===== src/rtl/msk_unshare_pkg.sv =====
// msk_unshare_pkg
// Shared definitions for the sequential share-recombination receiver.
//   - state_e      : controller state encoding (IDLE=0, ACCUM=1, OUT=2)
//   - cnt_width()  : width of the share counter for a given share count
//   - share_idx()  : position of share i of bit j in the bit-sliced bus
package msk_unshare_pkg;

  typedef enum logic [1:0] {
    ST_IDLE  = 2'd0,
    ST_ACCUM = 2'd1,
    ST_OUT   = 2'd2
  } state_e;

  // Counter only has to reach d-1, so $clog2(d) bits are enough.
  function automatic int cnt_width(input int d);
    return $clog2(d);
  endfunction

  // Bit-sliced layout: all d shares of bit j sit next to each other.
  function automatic int share_idx(input int bit_j, input int share_i, input int d);
    return bit_j * d + share_i;
  endfunction

endpackage


===== src/rtl/msk_unshare_ctrl.sv =====
// msk_unshare_ctrl
// Controller for msk_unshare_seq: FSM, share counter, handshake outputs.
// Ports:
//   clk, rst        : clock, asynchronous active-high reset
//   in_valid        : sharing offered by the source
//   out_ready       : sink accepts the recombined word
//   in_ready        : a sharing can be accepted this cycle
//   out_valid       : recombined word is presented
//   busy            : controller is in ACCUM or OUT
//   load            : acceptance edge (register shares, seed accumulator)
//   fold            : fold share[cnt] into the accumulator at this edge
//   last_fold       : the share being folded is share d-1
//   out_fire        : output handshake completes at this edge
//   cnt             : index of the share to fold next
//   state_o         : current FSM state (debug)
//
// Handshake: a transfer happens on a rising edge where valid and ready are
// both 1. in_ready/out_valid never depend combinationally on in_valid or
// out_ready, and out_valid, once raised, stays up until the handshake.
module msk_unshare_ctrl
  import msk_unshare_pkg::*;
#(
  parameter int D  = 2,
  parameter int CW = cnt_width(D)
) (
  input  logic          clk,
  input  logic          rst,
  input  logic          in_valid,
  input  logic          out_ready,
  output logic          in_ready,
  output logic          out_valid,
  output logic          busy,
  output logic          load,
  output logic          fold,
  output logic          last_fold,
  output logic          out_fire,
  output logic [CW-1:0] cnt,
  output logic [1:0]    state_o
);

  state_e        state_q, state_d;
  logic [CW-1:0] cnt_q, cnt_d;
  // Holds in_ready low for the first cycle after reset is released.
  logic          rdy_en_q, rdy_en_d;

  assign rdy_en_d = 1'b1;

  always_ff @(posedge clk or posedge rst) begin
    if (rst) begin
      state_q  <= ST_IDLE;
      cnt_q    <= '0;
      rdy_en_q <= 1'b0;
    end else begin
      state_q  <= state_d;
      cnt_q    <= cnt_d;
      rdy_en_q <= rdy_en_d;
    end
  end

  always_comb begin
    state_d   = state_q;
    cnt_d     = cnt_q;
    in_ready  = 1'b0;
    out_valid = 1'b0;
    busy      = 1'b0;
    load      = 1'b0;
    fold      = 1'b0;
    last_fold = 1'b0;
    out_fire  = 1'b0;
    case (state_q)
      ST_IDLE: begin
        in_ready = rdy_en_q;
        if (in_valid && rdy_en_q) begin
          load    = 1'b1;
          cnt_d   = CW'(1);
          state_d = ST_ACCUM;
        end
      end
      ST_ACCUM: begin
        busy = 1'b1;
        fold = 1'b1;
        if (cnt_q == CW'(D - 1)) begin
          // Counter holds at d-1; it is reloaded on the next acceptance.
          last_fold = 1'b1;
          state_d   = ST_OUT;
        end else begin
          cnt_d = cnt_q + CW'(1);
        end
      end
      ST_OUT: begin
        busy      = 1'b1;
        out_valid = 1'b1;
        if (out_ready) begin
          out_fire = 1'b1;
          state_d  = ST_IDLE;
        end
      end
      default: state_d = ST_IDLE;
    endcase
  end

  assign cnt     = cnt_q;
  assign state_o = state_q;

endmodule


===== src/rtl/msk_unshare_seq.sv =====
// msk_unshare_seq
// Sequential unmasking receiver: accepts one d-share, nbits-wide sharing
// (bit-sliced, share i of bit j at index j*d+i), folds one share per cycle
// into an accumulator and presents the plaintext on a valid/ready output.
// Ports:
//   clk, rst   : clock, asynchronous active-high reset
//   in_valid   : sharing offered on in_shares
//   in_ready   : block can accept a sharing this cycle
//   in_shares  : d*nbits bit-sliced sharing, sampled only at acceptance
//   out_valid  : out_data holds a recombined word
//   out_ready  : sink accepts out_data this cycle
//   out_data   : unmasked word (XOR of all shares per bit)
//   busy       : high while recombining or presenting a word
// Build option:
//   MSK_UNSHARE_WIPE_EN : clear the share register when the last share has
//   been folded, and clear accumulator/out_data at the output handshake.
//   Without it the registers keep their last contents. Timing is identical.
module msk_unshare_seq
  import msk_unshare_pkg::*;
#(
  parameter int d     = 2,
  parameter int nbits = 8
) (
  input  logic               clk,
  input  logic               rst,
  input  logic               in_valid,
  output logic               in_ready,
  input  logic [d*nbits-1:0] in_shares,
  output logic               out_valid,
  input  logic               out_ready,
  output logic [nbits-1:0]   out_data,
  output logic               busy
);

  localparam int CW = cnt_width(d);

  logic          load;
  logic          fold;
  logic          last_fold;
  logic          out_fire;
  logic [CW-1:0] cnt;
  logic [1:0]    dbg_state;

  msk_unshare_ctrl #(
    .D  (d),
    .CW (CW)
  ) u_ctrl (
    .clk       (clk),
    .rst       (rst),
    .in_valid  (in_valid),
    .out_ready (out_ready),
    .in_ready  (in_ready),
    .out_valid (out_valid),
    .busy      (busy),
    .load      (load),
    .fold      (fold),
    .last_fold (last_fold),
    .out_fire  (out_fire),
    .cnt       (cnt),
    .state_o   (dbg_state)
  );

  logic [d*nbits-1:0] share_q, share_d;
  logic [nbits-1:0]   acc_q, acc_d;
  logic [nbits-1:0]   share0;
  logic [nbits-1:0]   share_sel;

  // Share 0 of every bit seeds the accumulator; share[cnt] is the single
  // share XORed in per cycle, so no path combines more than two shares.
  always_comb begin
    share0    = '0;
    share_sel = '0;
    for (int j = 0; j < nbits; j++) begin
      share0[j]    = in_shares[share_idx(j, 0, d)];
      share_sel[j] = share_q[share_idx(j, int'(cnt), d)];
    end
  end

  always_comb begin
    share_d = share_q;
    acc_d   = acc_q;
    if (load) begin
      share_d = in_shares;
      acc_d   = share0;
    end else if (fold) begin
      acc_d = acc_q ^ share_sel;
`ifdef MSK_UNSHARE_WIPE_EN
      if (last_fold) begin
        share_d = '0;
      end
`endif
    end
`ifdef MSK_UNSHARE_WIPE_EN
    else if (out_fire) begin
      acc_d = '0;
    end
`endif
  end

  always_ff @(posedge clk or posedge rst) begin
    if (rst) begin
      share_q <= '0;
      acc_q   <= '0;
    end else begin
      share_q <= share_d;
      acc_q   <= acc_d;
    end
  end

  assign out_data = acc_q;

  // Observed only hierarchically or by the wipe logic.
  logic unused_sigs;
  assign unused_sigs = ^{dbg_state, last_fold, out_fire};

endmodule


===== config.mk =====
export PLATFORM = sky130hd
export DESIGN_NAME = msk_unshare_seq
export DESIGN_NICKNAME = d
export VERILOG_FILES = /design/src/rtl/msk_unshare_pkg.sv /design/src/rtl/msk_unshare_ctrl.sv /design/src/rtl/msk_unshare_seq.sv
export SDC_FILE = /design/constraint.sdc
export NUM_CORES = 1
export LEC_CHECK = 0
export ABC_AREA = 1
export CAP_MARGIN = 20
export CORE_UTILIZATION = 30
export CTS_BUF_LIST = sky130_fd_sc_hd__clkbuf_16
export DETAILED_ROUTE_END_ITERATION = 10
export PLACE_DENSITY = 0.58
export SLEW_MARGIN = 20
export SYNTH_ARGS = -nofsm -noshare
export SYNTH_HDL_FRONTEND = slang
export SYNTH_SLANG_ARGS = --single-unit

===== constraint.sdc =====
create_clock -name clk -period 1.3 [get_ports clk]
set_input_delay 0.195 -clock clk [delete_from_list [all_inputs] [get_ports clk]]
set_output_delay 0.195 -clock clk [all_outputs]
set_load 0.01 [all_outputs]

# Word level (Yosys, flattened, before mapping)
# Cells that the tools add are included.
[op_classes] reduce_logical=7 shift=0 addsub=8 mux=38 eq_ne=5 bitwise=1 order_cmp=8 n_div=0 multipliers=0
[op_table] op="1-bit binary-select mux with 4-bit select" n=7
[op_table] op="1-bit 2-to-1 mux" n=24
[op_table] op="4-bit by 1-bit adder with 5-bit output (first input constant)" n=4
[op_table] op="5-bit less-than comparator (second input constant)" n=4
[op_table] op="8-bit 2-to-1 mux" n=2
[op_table] op="4-bit by 5-bit less-than comparator with 1-bit output (second input constant)" n=2
[op_table] op="3-bit by 1-bit adder with 4-bit output (first input constant)" n=2
[op_table] op="8-bit XOR" n=1
[op_table] op="2-bit 2-to-1 mux" n=3
[op_table] op="2-bit one-hot mux with 3 select lines" n=1
[op_table] op="1-bit by 5-bit less-than comparator with 1-bit output (second input constant)" n=1
[op_table] op="3-bit by 5-bit less-than comparator with 1-bit output (second input constant)" n=1
[op_table] op="2-bit by 1-bit != test with 1-bit output (second input constant)" n=2
[op_table] op="2-bit nonzero test" n=2
[op_table] op="2-bit by 1-bit adder with 3-bit output (first input constant)" n=1
[op_table] op="3-bit AND reduction" n=1
[op_table] op="2-bit by 1-bit equality test with 1-bit output (second input constant)" n=1
[op_table] op="2-bit equality test (second input constant)" n=1
[op_table] op="2-bit logical NOT" n=1
[op_table] op="2-bit != test (second input constant)" n=1
[op_table] op="1-bit one-hot mux with 2 select lines" n=1
[op_table] op="2-bit AND reduction" n=1
[op_table] op="2-bit OR reduction" n=1
[op_table] op="1-bit adder (second input constant)" n=1
[op_table] op="1-bit logical AND" n=1
[totals] memories=0 in_bits=20 ramBits=0 out_inout_bits=11 mem_bits_ro=0 elab_cells=72 reg_bits=28 latch_bits=0

# Depth between registers and ports, before layout
[depth] depth_word=7 ltp_mapped=8 mapped_depth_nobuf=7

# Cells and area by module
# A second synthesis with hierarchy kept.
[hier_totals] hier_cells=199 area_unflattened_um2=1530.2
[modules_own_cells] module="msk_unshare_seq" instances=1 cells_each=164 seq_area_each_um2=600.6 area_each_um2=1256.2
[modules_own_cells] module="msk_unshare_ctrl" instances=1 cells_each=35 seq_area_each_um2=100.1 area_each_um2=274.0

# Worst setup path before layout
# OpenSTA, ideal clock, no wires.
[synth_timing] path_kind="flip-flop to flip-flop" start="register u_ctrl.state_q[0], in the netlist u_ctrl.state_o[0]" end="register share_q[0]" path_stages_with_launch=8 synth_period_minus_slack_ns=1.309 arrival_ns=1.188 required_ns=1.179 setup_slack_ns=-0.009 path_buffers=2 cell_sequence="dfrtp_1 -> inv_1 -> ha_1 -> nand3_4 -> buf_6 -> inv_8 -> buf_6 -> o21ai_2"
[synth_between] elab_chain_len=2
[synth_rtl] element="start: declaration" line="msk_unshare_ctrl.sv:41" source="state_e state_q, state_d;"
[synth_rtl] element="start signal: assignment" line="msk_unshare_ctrl.sv:54" source="state_q <= state_d;"
[synth_rtl] element="2-bit logical NOT" line="msk_unshare_ctrl.sv:70" source="case (state_q)"
[synth_rtl] element="1-bit 2-to-1 mux" line="msk_unshare_ctrl.sv:70"
[synth_rtl] element="end signal: assignment" line="msk_unshare_seq.sv:105" source="share_q <= share_d;"
[synth_rtl] element="end: declaration" line="msk_unshare_seq.sv:63" source="logic [d*nbits-1:0] share_q, share_d;"
# No other way between the ends.
# A chain may end at the register's enable or synchronous reset.

# Final worst setup path
[layout_timing] start="register u_ctrl.state_q[1], in the netlist u_ctrl.state_o[1]" end="register share_q[8]"
# The elaborated chain is that of the path after synthesis.

==> impl_metrics.toml <==
[outcome]
outcome = "complete, but fails checks"
violations = "setup timing"

[clock_network]
cts-buffers-inserted = 3
cts_tree = "yes"
cts.hold.buffers_added = 0
h-tree-depth = 1
clk_path_buf_depth = 2
insertion_delay_ns = 0.26
cts.root.buffer_cell = "clkbuf_16"
clk_pin_slew_ns = 0.08
cts_sinks = 28

[drt]
vias = 1506
wl_um = 4230
antenna_left = 0
drt-vias-per-instance = 4.43
routedWlPerCell_um = 12.4
initialDrtViolationCount = 70
firstDrtPassIters = 4
drc = 0

[floorplan]
rows = 26
coreArea_mm2 = 0.00524
start_util_pct = 32.0
io_pins = 31
die_h_um = 76.7
die_w_um = 76.7
dieArea_mm2 = 0.00589

[synthesis]
ys_warn_count = 0
synth_area_leaders = "dfrtp_1 (42%), nand2_1 (11%), inv_1 (8.7%), o21ai_2 (8.4%), nand3_1 (7.2%)"
yosys-top-cells-count = "nand2_1 (50), inv_1 (39), dfrtp_1 (28), nand3_1 (24), o21ai_2 (16)"
syn_area_mm2 = 0.00168
synthArstFlopShare_pct = 100
yosysSeqAreaShare_pct = 41.8
synth_fp_nets = 232
synth_ff_type = "dfrtp_1"
synth_cell_types = 21
synth_most_common_cell = "nand2_1"
ys_ff_latch = 28
synth_edf_count = 0
synth_top_cell_by_area = "dfrtp_1"
syn_inst = 208
synth_top_area_share_pct = 41.8
syn_area_per_cell_um2 = 8.05

[final_layout]
nets = 295
nFillCells = 498
finalInstanceArea_mm2 = 0.00256
multi_input_area_um2 = 836
insertedDiodeCount = 0
seqCellArea_um2 = 701
area_delta_synth_final_pct = 53.0
final_layout_size_suffix_gt1_share_pct = 36.7

[global_route]
grt_use_total_pct = 15.1
antenna_found_initial = 0
grt_pass1_wl_um = 7110
grt_max_degree = 29
grt_overflow = 0
grt_pass1_vias = 1568

[timing]
final.period_utilization_pct = 104
fin_ws_ns = -0.0563
setup_viol = 26
skew_ns = 0.00890
hold_viol = 0
layout_min_cycle_time_ns = 1.36
drv_slew = 0
rsz0062_at_grt = "true"
final.setup.tns_ns = -0.783
fmax_mhz = 737

[setup_path]
path_max_fanout = 8
crit_arrival_ns = 1.52
start_kind = "flip-flop"
end_kind = "flip-flop"
critical_path_class = "reg2reg"
cp.required_ns = 1.46

[power_and_ir_drop]
finalPower_mw = 5.56
irDropWorstVdd_mv = 1.05
p_leak_nw = 1.28
power_density_mw_per_mm2 = 2170

[placement]
place_area_mm2 = 0.00214
dp_slack_ns = -0.163
portBuffers = 30
dp_hpwl_um = 2550
gp_congestion = 0.756

[min_path]
hold_path.class = "in2async"

[job]
maxCapViolations = 0
critical path, stage by stage, from the launching register on:
cell and delay, ns:
dfrtp_1 0.38, inv_2 0.10, ha_4 0.14, buf_6 0.11, nand3_4 0.07, buf_12 0.16, buf_4 0.15, inv_8 0.08
o21ai_2 0.06
through the flow:
step                      cells  hold slack, ns  utilization (%)
after floorplan             208           0.260                -
after global placement      320           0.512             40.8
after detailed placement    320           0.519             40.8
after CTS                   338           0.282             47.3
after global routing        340           0.297             48.9
final                       340           0.268             48.9
registers in the layout, summed over array words and instances (netlist names):
register / count
u_ctrl.cnt: 1
share_q: 16
u_ctrl.state_o: 2
u_ctrl.rdy_en_q: 1
out_data: 8
final timing paths:
check                                  start     endpoint  slack (ns)  cells after the start
min reg2reg                      share_q[13]  share_q[13]        0.55                      2
min                                      rst   share_q[4]        0.27                      3
max reg2reg                u_ctrl.state_o[1]   share_q[8]       -0.06                      8
min in group clk                in_shares[7]   share_q[7]        0.47                      3
max                        u_ctrl.state_o[1]   share_q[8]       -0.06                      8
max in group asynchronous                rst   share_q[0]        0.85                      3
layer usage:
metal  vias to the layer above  track usage (%)  wire length, um
met5                         -                0                0
met1                       695             19.2             2020
li1                        784                -                -
met2                        23             26.0             2060
met4                         0             3.46               35
met3                         4             3.33              120
cell usage in the layout, fill, tap and decap left out, drive strengths merged:
master | synthesis | final
clkbuf | 0 | 3
nand3 | 25 | 25
a21oi | 8 | 8
o211ai | 2 | 2
inv | 41 | 43
nor2 | 8 | 8
bufinv | 0 | 1
clkdlybuf4s50 | 0 | 19
ha | 4 | 4
conb | 1 | 1
dlygate4sd2 | 0 | 8
nand4 | 8 | 8
o21ai | 18 | 18
nand2 | 55 | 56
clkinv | 0 | 1
buf | 10 | 37
dfrtp | 28 | 28
logic make-up after synthesis:
kind of cell | after synthesis | share of synthesized area, %
buffers and inverters | 51 | 16.1
AO/OA/AOI/OAI | 28 | 12.5
flip-flops | 28 | 41.8
AND/OR/NAND/NOR | 96 | 26.4
other | 1 | 0.224
adder cells (fa/ha/maj) | 4 | 2.99
where the power goes:
| part | switching, mW | internal, mW | leakage (nW) | total, mW |
|---|---|---|---|---|
| Sequential | 0.256 | 1.27 | 0.329 | 1.53 |
| Combinational | 1.60 | 1.51 | 0.896 | 3.11 |
| Clock | 0.306 | 0.614 | 0.0511 | 0.920 |
repair_timing:
item | in CTS | in global routing
gates cloned | 4 | 0
buffers inserted | 10 | 2
pin swaps | 4 | 9
gates resized for setup | 53 | 21
endpoints found under the setup margin | 37 | 30
final cells by class:
type                            instances  area share (%)
Multi-Input combinational cell        130            32.6
Sequential cell                        28            27.3
Timing Repair Buffer                   64            24.1
Inverter                               41            6.69
Tap cell                               70            3.42
Clock buffer                            3            2.93
Timing Repair inverter                  3            1.71
Clock inverter                          1            1.17
Note: power is estimated with default switching activity, not from simulation.
